**config.mk**
```make
export PLATFORM = sky130hd
export DESIGN_NAME = decode_control_stage
export DESIGN_NICKNAME = d
export VERILOG_FILES = /design/src/rtl/decode_control_stage.sv
export SDC_FILE = /design/constraint.sdc
export NUM_CORES = 1
export LEC_CHECK = 0
export ABC_AREA = 1
export CORE_ASPECT_RATIO = 0.8
export CORE_MARGIN = 1
export CORE_UTILIZATION = 46
export CTS_BUF_LIST = sky130_fd_sc_hd__clkbuf_16
export CTS_CLUSTER_DIAMETER = 60
export DETAILED_ROUTE_END_ITERATION = 7
export PLACE_DENSITY = 0.85
export SYNTH_ARGS = -nofsm -noshare
export SYNTH_HDL_FRONTEND = slang
export SYNTH_SLANG_ARGS = --single-unit
```
**constraint.sdc**
```tcl
create_clock -name CLK -period 2.1 [get_ports CLK]
set_input_delay 0.21 -clock CLK [delete_from_list [all_inputs] [get_ports CLK]]
set_output_delay 0.21 -clock CLK [all_outputs]
set_load 0.1 [all_outputs]
```
**src/rtl/decode_control_stage.sv**
```systemverilog
// Decode/control stage: turns an RV32I/M instruction word into a registered control bundle.
// Non-M instructions issue one cycle after acceptance; RV32M instructions are held for MULDIV_CYCLES first.
`timescale 1ns/1ps

module decode_control_stage #(
    parameter int ALU_OP_WIDTH  = 3,
    parameter int M_EXT         = 1,
    parameter int MULDIV_CYCLES = 4
) (
    input  logic                    CLK,
    input  logic                    RESETN,
    input  logic                    IN_VALID,
    output logic                    IN_READY,
    input  logic [31:0]             INSTR,
    input  logic                    OUT_READY,
    input  logic                    FLUSH,
    output logic                    OUT_VALID,
    output logic                    WRITE_ENABLE,
    output logic                    MEM_WRITE,
    output logic                    MEM_READ,
    output logic                    BRANCH,
    output logic                    JUMP,
    output logic                    PC_SELECT,
    output logic                    JAL_SELECT,
    output logic                    DATA_MEM_SELECT,
    output logic [ALU_OP_WIDTH-1:0] ALU_OP,
    output logic                    MULDIV,
    output logic                    ILLEGAL
);

    localparam logic [1:0] IDLE  = 2'd0;
    localparam logic [1:0] HOLD  = 2'd1;
    localparam logic [1:0] ISSUE = 2'd2;

    localparam logic [3:0] CNT_LOAD = 4'(MULDIV_CYCLES - 1);

    localparam logic [6:0] OP_REG    = 7'b0110011;
    localparam logic [6:0] OP_LOAD   = 7'b0000011;
    localparam logic [6:0] OP_JALR   = 7'b1100111;
    localparam logic [6:0] OP_IMM    = 7'b0010011;
    localparam logic [6:0] OP_STORE  = 7'b0100011;
    localparam logic [6:0] OP_LUI    = 7'b0110111;
    localparam logic [6:0] OP_AUIPC  = 7'b0010111;
    localparam logic [6:0] OP_BRANCH = 7'b1100011;
    localparam logic [6:0] OP_JAL    = 7'b1101111;

    logic [6:0] opcode;
    logic [2:0] funct3;
    logic [6:0] funct7;
    logic [4:0] rd;
    logic       unusedOperandBits;

    assign opcode            = INSTR[6:0];
    assign rd                = INSTR[11:7];
    assign funct3            = INSTR[14:12];
    assign funct7            = INSTR[31:25];
    assign unusedOperandBits = ^INSTR[24:15];

    // Flag vector order: {WE, MW, MR, BRANCH, JUMP, PC_SEL, JAL_SEL, DMS}
    logic [7:0] decFlags;
    logic [2:0] decAlu;
    logic       decMuldiv;
    logic       decIllegal;

    always_comb begin
        decFlags   = 8'h00;
        decAlu     = 3'b000;
        decMuldiv  = 1'b0;
        decIllegal = 1'b0;
        case (opcode)
            OP_REG: begin
                if (funct7 == 7'b0000000 ||
                    (funct7 == 7'b0100000 && (funct3 == 3'b000 || funct3 == 3'b101))) begin
                    decFlags = 8'b1000_0000;
                end else if (funct7 == 7'b0000001 && M_EXT != 0) begin
                    decFlags  = 8'b1000_0000;
                    decAlu    = 3'b110;
                    decMuldiv = 1'b1;
                end else begin
                    decIllegal = 1'b1;
                end
            end
            OP_LOAD: begin
                if (funct3 == 3'b011 || funct3 == 3'b110 || funct3 == 3'b111) begin
                    decIllegal = 1'b1;
                end else begin
                    decFlags = 8'b1010_0001;
                    decAlu   = 3'b001;
                end
            end
            OP_JALR: begin
                if (funct3 == 3'b000) begin
                    decFlags = 8'b1000_1010;
                    decAlu   = 3'b010;
                end else begin
                    decIllegal = 1'b1;
                end
            end
            OP_IMM: begin
                // Only the shift-immediates constrain funct7
                if ((funct3 == 3'b001 && funct7 != 7'b0000000) ||
                    (funct3 == 3'b101 && funct7 != 7'b0000000 && funct7 != 7'b0100000)) begin
                    decIllegal = 1'b1;
                end else begin
                    decFlags = 8'b1000_0000;
                    decAlu   = 3'b011;
                end
            end
            OP_STORE: begin
                if (funct3 == 3'b000 || funct3 == 3'b001 || funct3 == 3'b010) begin
                    decFlags = 8'b0100_0000;
                    decAlu   = 3'b100;
                end else begin
                    decIllegal = 1'b1;
                end
            end
            OP_LUI: begin
                decFlags = 8'b1000_0000;
                decAlu   = 3'b101;
            end
            OP_AUIPC: begin
                decFlags = 8'b1000_0100;
                decAlu   = 3'b100;
            end
            OP_BRANCH: begin
                if (funct3 == 3'b010 || funct3 == 3'b011) begin
                    decIllegal = 1'b1;
                end else begin
                    decFlags = 8'b0001_0100;
                    decAlu   = 3'b100;
                end
            end
            OP_JAL: begin
                decFlags = 8'b1000_1110;
                decAlu   = 3'b100;
            end
            default: decIllegal = 1'b1;
        endcase
        if (rd == 5'd0) begin
            decFlags[7] = 1'b0;
        end
    end

    logic [1:0]              state_q,    state_d;
    logic [3:0]              cnt_q,      cnt_d;
    logic                    outValid_q, outValid_d;
    logic [7:0]              flags_q,    flags_d;
    logic [ALU_OP_WIDTH-1:0] aluOp_q,    aluOp_d;
    logic                    muldiv_q,   muldiv_d;
    logic                    illegal_q,  illegal_d;
    logic                    accept;

    assign IN_READY = RESETN && !FLUSH && (state_q == IDLE) && (!outValid_q || OUT_READY);
    assign accept   = IN_VALID && IN_READY;

    always_comb begin
        state_d    = state_q;
        cnt_d      = cnt_q;
        outValid_d = outValid_q;
        flags_d    = flags_q;
        aluOp_d    = aluOp_q;
        muldiv_d   = muldiv_q;
        illegal_d  = illegal_q;
        if (FLUSH) begin
            state_d    = IDLE;
            cnt_d      = 4'd0;
            outValid_d = 1'b0;
            flags_d    = 8'h00;
            aluOp_d    = '0;
            muldiv_d   = 1'b0;
            illegal_d  = 1'b0;
        end else begin
            case (state_q)
                IDLE: begin
                    if (accept) begin
                        flags_d   = decFlags;
                        aluOp_d   = ALU_OP_WIDTH'(decAlu);
                        muldiv_d  = decMuldiv;
                        illegal_d = decIllegal;
                        if (decMuldiv) begin
                            outValid_d = 1'b0;
                            cnt_d      = CNT_LOAD;
                            state_d    = HOLD;
                        end else begin
                            outValid_d = 1'b1;
                        end
                    end else if (outValid_q && OUT_READY) begin
                        outValid_d = 1'b0;
                    end
                end
                HOLD: begin
                    if (cnt_q == 4'd0) begin
                        state_d    = ISSUE;
                        outValid_d = 1'b1;
                    end else begin
                        cnt_d = cnt_q - 4'd1;
                    end
                end
                ISSUE: begin
                    if (OUT_READY) begin
                        outValid_d = 1'b0;
                        state_d    = IDLE;
                    end
                end
                default: begin
                    state_d    = IDLE;
                    outValid_d = 1'b0;
                end
            endcase
        end
    end

    always_ff @(posedge CLK) begin
        if (!RESETN) begin
            state_q    <= IDLE;
            cnt_q      <= 4'd0;
            outValid_q <= 1'b0;
            flags_q    <= 8'h00;
            aluOp_q    <= '0;
            muldiv_q   <= 1'b0;
            illegal_q  <= 1'b0;
        end else begin
            state_q    <= state_d;
            cnt_q      <= cnt_d;
            outValid_q <= outValid_d;
            flags_q    <= flags_d;
            aluOp_q    <= aluOp_d;
            muldiv_q   <= muldiv_d;
            illegal_q  <= illegal_d;
        end
    end

    assign OUT_VALID       = outValid_q;
    assign WRITE_ENABLE    = flags_q[7];
    assign MEM_WRITE       = flags_q[6];
    assign MEM_READ        = flags_q[5];
    assign BRANCH          = flags_q[4];
    assign JUMP            = flags_q[3];
    assign PC_SELECT       = flags_q[2];
    assign JAL_SELECT      = flags_q[1];
    assign DATA_MEM_SELECT = flags_q[0];
    assign ALU_OP          = aluOp_q;
    assign MULDIV          = muldiv_q;
    assign ILLEGAL         = illegal_q;

endmodule

```
# After elaboration in Yosys (flattened, before gate mapping)
# Index checks and enable logic that the tools add are counted.
[op_classes]
add_sub_neg = 1
n_eq_ne = 26
mux = 43
bitwise = 1
n_reduce_logical = 34
[ops]
columns = ["op", "count"]
rows = [
  ["case mux 8 bit (9 select lines)", 1],
  ["two-way mux 8 bit", 5],
  ["equality test 7 x 6 -> 1 bit (second input constant)", 4],
  ["case mux 3 bit (8 select lines)", 1],
  ["equality test 7 bit (second input constant)", 3],
  ["two-way mux 1 bit", 17],
  ["equality test 7 x 5 -> 1 bit (second input constant)", 2],
  ["two-way mux 2 bit", 6],
  ["two-way mux 3 bit", 4],
  ["two-way mux 4 bit", 3],
  ["inequality test 2 bit (second input constant)", 5],
  ["equality test 3 bit (second input constant)", 3],
  ["logical AND 1 bit", 9],
  ["logical OR 1 bit", 9],
  ["case mux 4 bit (2 select lines)", 1],
  ["AND reduction 4 bit", 2],
  ["equality test 7 x 1 -> 1 bit (second input constant)", 1],
  ["equality test 7 x 2 -> 1 bit (second input constant)", 1],
  ["logical NOT 7 bit", 1],
  ["two-way mux 7 bit", 1],
  ["inequality test 7 x 6 -> 1 bit (second input constant)", 1],
  ["case mux 1 bit (7 select lines)", 1],
  ["nonzero test 7 bit", 1],
  ["equality test 3 x 2 -> 1 bit (second input constant)", 2],
  ["19 further kinds", 21],
]
[totals]
ff_bits = 20
in_bits = 37
output_inout_bits = 15
wordCells = 112

# Depth between registers and ports, before layout
[logic_depth]
word_depth = 9
mapped_depth = 12
depth_no_buf = 12

# Worst setup path after synthesis
# Ideal clock, no wire load.
[synth_timing]
path_type = "register to register"
start = "register outValid_q (netlist: OUT_VALID)"
end = "register flags_q[4]"
setup_ps = 129
arrival_time_ps = 1983
required_ps = 1971
path_slack_ps = -12
path_stages_with_launch = 11
path_buffers = 1
synth_period_minus_slack_ps = 2112
cell_sequence = "dfxtp_1 inv_1 nor2_1 nor2_4 nand2_2 clkinv_4 buf_8 nand2_2 nor2_1 a21oi_1 nor2_1"
[synth_via]
elab_chain_cells = 5
[synth_rtl]
columns = ["element", "line_no", "rtl"]
rows = [
  ["start: declaration", "146", "logic outValid_q, outValid_d;"],
  ["start signal: assignment", "225", "outValid_q <= outValid_d;"],
  ["logical NOT 1 bit", "153", "assign IN_READY = RESETN && !FLUSH && (state_q == IDLE) && (!outValid_q || OUT_READY);"],
  ["logical OR 1 bit", "153", ""],
  ["logical AND 1 bit", "153", ""],
  ["via IN_READY", "13", "output logic IN_READY,"],
  ["logical AND 1 bit", "154", "assign accept = IN_VALID && IN_READY;"],
  ["AND reduction 2 bit (no line)", "--", ""],
  ["end signal: assignment", "226", "flags_q <= flags_d;"],
  ["end: declaration", "147", "logic [7:0] flags_q, flags_d;"],
]
# The timed path passes the listed nets, and every way through them passes these cells.
# A chain may end at the register's enable or synchronous reset.

# Final worst setup path
[layout_timing]
start = "input port INSTR[5]"
end = "register flags_q[7]"
[layout_via]
elab_chain_cells = 3
word_cells_on_any_way = 11
classes_between = "9 x eq/ne; 2 x mux"
[layout_rtl]
columns = ["element", "line_no", "rtl"]
rows = [
  ["start: declaration", "14", "input logic [31:0] INSTR,"],
  ["equality test 7 bit, or another cell as far along", "70", "case (opcode)"],
  ["case mux 8 bit (9 select lines) *", "70", ""],
  ["two-way mux 1 bit *", "139", "if (rd == 5'd0) begin"],
]
# Mark *: on every way between the ends. The rest lies on a longest branch, timed or not.

==> results.yml <==
run_status:
  status: "complete, no violations"
critical_path:
  critical_path_required_ns: 2.29
  crit_slowest_cell: "clkdlybuf4s50_1"
  worst_r2r_startpoint: "cnt_q[0]"
  crit_path_start_kind: "primary input"
  max_stage_delay_ns: 0.51
  crit_path_cell_trace: "clkdlybuf4s50_1 > or2_2 > nor3_1 > a21oi_1 > nand2_1 > nand2_1 > a21oi_2"
  crit_family: "simple AND/OR/NAND/NOR gates"
  crit_type: "in -> reg"
  critPathMostFrequentCell: "nand2_1"
  r2r_cells: 8
  path_max_fanout: 6
  cp_data_arrival_time_ns: 1.79
  worst_setup_path_end_kind: "flip-flop"
  rrSetupSlack_ns: 0.57
  path_buf_inv: 1
  r2r_end: "OUT_VALID"
cells_and_area:
  stdcell_area_um2: 1770
  drive_gt1_share_pct: 20.1
  final_nets: 288
  area_delta_synth_final_pct: 37.9
  fin_cells: 285
  antennaDiodeCount: 0
timing:
  holdWs_ns: 0.462
  setup_tns_ns: 0
  worst_slew_pin_slew_ns: 0.375
  finalSetupViolCount: 0
  slew_headroom_pct: 74.8
  fmax_ghz: 0.626
  rsz0062_at_grt: "false"
  layout_min_cycle_time_ns: 1.60
  fin_crit_sh_pct: 76.1
  skew_ns: 0.00476
  final_max_slew_viol_count: 0
  hold_violations: 0
pwr:
  p_switching_uw: 204
  seqPwrFrac_pct: 39.7
  p_leak_uw: 0.000860
  power.density_nw_per_um2: 490
  finalPower_uw: 868
  cellInternalPower_uw: 664
  combPwrFrac_pct: 16.7
  switching_share_pct: 23.5
  clkPwrFrac_pct: 43.6
  ir_worst_vdd_mv: 0.550
global_route:
  grt_pass1_vias: 1243
  grt_max_degree: 15
  antenna_found_initial: 0
  track_usage_pct: 22.2
  overflow: 0
  grt_first_pass_wirelength_um: 5060
worst_hold_path:
  min_path_type: "reg -> reg"
  min_to: "flags_q[2]"
  worstHoldStart: "flags_q[2]"
  holdPathStages: 2
synth:
  synth_top_area_cell: "dfxtp_1"
  synthArstFlopShare_pct: 0
  synth_edf_count: 0
  synth.distinct_cells: 30
  syn_area_um2: 1280
  synthesis.nets: 245
  synth.most_common_cell: "nand2_1"
  synth_ff_type: "dfxtp_1"
  ys_top_cells_by_count: "51 x nand2_1, 33 x nor2_1, 21 x inv_1"
  synthTopCellsByArea: "dfxtp_1 28%, nand2_1 15%, nor2_1 9.6%"
  yosysSeqAreaShare_pct: 28.1
  ys_warn_count: 0
  synthCells: 207
  synth-seq-cells: 18
  synth_top_cell_area_share_pct: 28.1
  syn_area_per_cell_um2: 6.20
clocking:
  htree_levels: 1
  clk_pin_slew_ns: 0.05
  cts-root-buf: "clkbuf_16"
  clockBufferDepth: 2
  cts.sinks: 18
  cts_buffers: 3
  cts_tree: "done"
  postCtsResizedCells: 0
  clock_latency_ns: 0.25
  post-cts-setup-buffers: 0
  holdBufCountCts: 0
floorplanning:
  rows: 16
  die_h_um: 49.3
  initial_utilization_pct: 50.5
  core_area_um2: 2540
  ios: 52
  dieArea_um2: 3010
  chipWidth_um: 61.1
route:
  dr.first_iter.drc_count: 53
  wl_um: 3030
  vias_per_cell: 4.88
  dr.pass1.iters: 4
  vias: 1392
  antenna_left: 0
  wl_per_cell_um: 10.6
  drc: 0
place:
  placed_cell_area_um2: 1690
  dp_hpwl_um: 2400
  io_buffers: 41
  gp_congestion: 0.850
  place_inst: 281
flow_run:
  max-cap-violations: 0
logic make-up after synthesis:
| family | synth area share [%] |
|---|---|
| adder cells (fa/ha/maj) | 0.975 |
| flip-flops | 28.1 |
| buffers and inverters | 11.8 |
| AND/OR/NAND/NOR | 46.9 |
| AO/OA/AOI/OAI | 12.3 |
power by group through the flow:
stage / sequential (uW) / clock (uW) / combinational, uW
finish: 344 / 379 / 145
global route: 344 / 400 / 159
CTS: 344 / 380 / 145
detailed placement: 351 / 0 / 145
global placement: 351 / 0 / 143
floorplan: 361 / 0 / 62.2
routing by layer:
metal / GRT usage, % / wire length, um
met1: 31.7 / 1450
met2: 33.0 / 1340
met3: 6.37 / 233
met4: 4.17 / 8
met5: 0 / 0
sequential cells by signal, summed over array words and instances, names as in the netlist:
signal,count
ALU_OP,3
ILLEGAL,1
MULDIV,1
OUT_VALID,1
cnt_q,4
flags_q,6
state_q,2
cells in the final DEF (no fill, tap or decap), drive strengths merged:
master,netlist,layout
clkdlybuf4s50,0,26
o21ai,11,11
dfxtp,18,18
inv,26,26
nand2,60,60
or2,2,2
nand3,16,16
ha,1,1
clkbuf,1,3
nor2,41,41
nand4,1,1
a21oi,17,17
nor3,5,5
clkinv,2,3
nor3b,1,1
buf,4,17
a31oi,1,1
area by class of cell:
| class | count | area [um^2] |
|---|---|---|
| Fill cell | 235 | 772 |
| Multi-Input combinational cell | 156 | 772 |
| Timing Repair Buffer | 43 | 400 |
| Sequential cell | 18 | 362 |
| Clock inverter | 1 | 3.75 |
| Inverter | 28 | 113 |
| Tap cell | 36 | 45.0 |
| Clock buffer | 3 | 75.1 |
per-stage QoR:
stage | setup WS [ns] | utilization, %
CTS | 0.517 | 69.6
detailed placement | 0.277 | 66.5
global route | 0.380 | 69.6
floorplan | 0.216 | -
global placement | 0.292 | 66.5
finish | 0.503 | 69.6
worst max path at each step:
stage          cells after the start  slack (ns)          to       from
2_1_floorplan                     10        0.22  flags_q[7]  OUT_VALID
3_3_place_gp                       7        0.29   ALU_OP[0]   INSTR[5]
3_5_place_dp                      12        0.28    cnt_q[1]     RESETN
4_1_cts                           12        0.52    cnt_q[1]     RESETN
5_1_grt                           13        0.38    cnt_q[1]      FLUSH
6_report                           7        0.50  flags_q[7]   INSTR[5]
worst register-to-register path, delay by kind of cell, from the launching register on:
| kind | cells | cell delay (ns) |
|---|---|---|
| AND/OR/NAND/NOR | 4 | 0.41 |
| flip-flops | 1 | 0.32 |
| adder cells (fa/ha/maj) | 1 | 0.17 |
| AO/OA/AOI/OAI | 2 | 0.46 |
| buffers and inverters | 1 | 0.09 |
(Power assumes the default switching activity.)
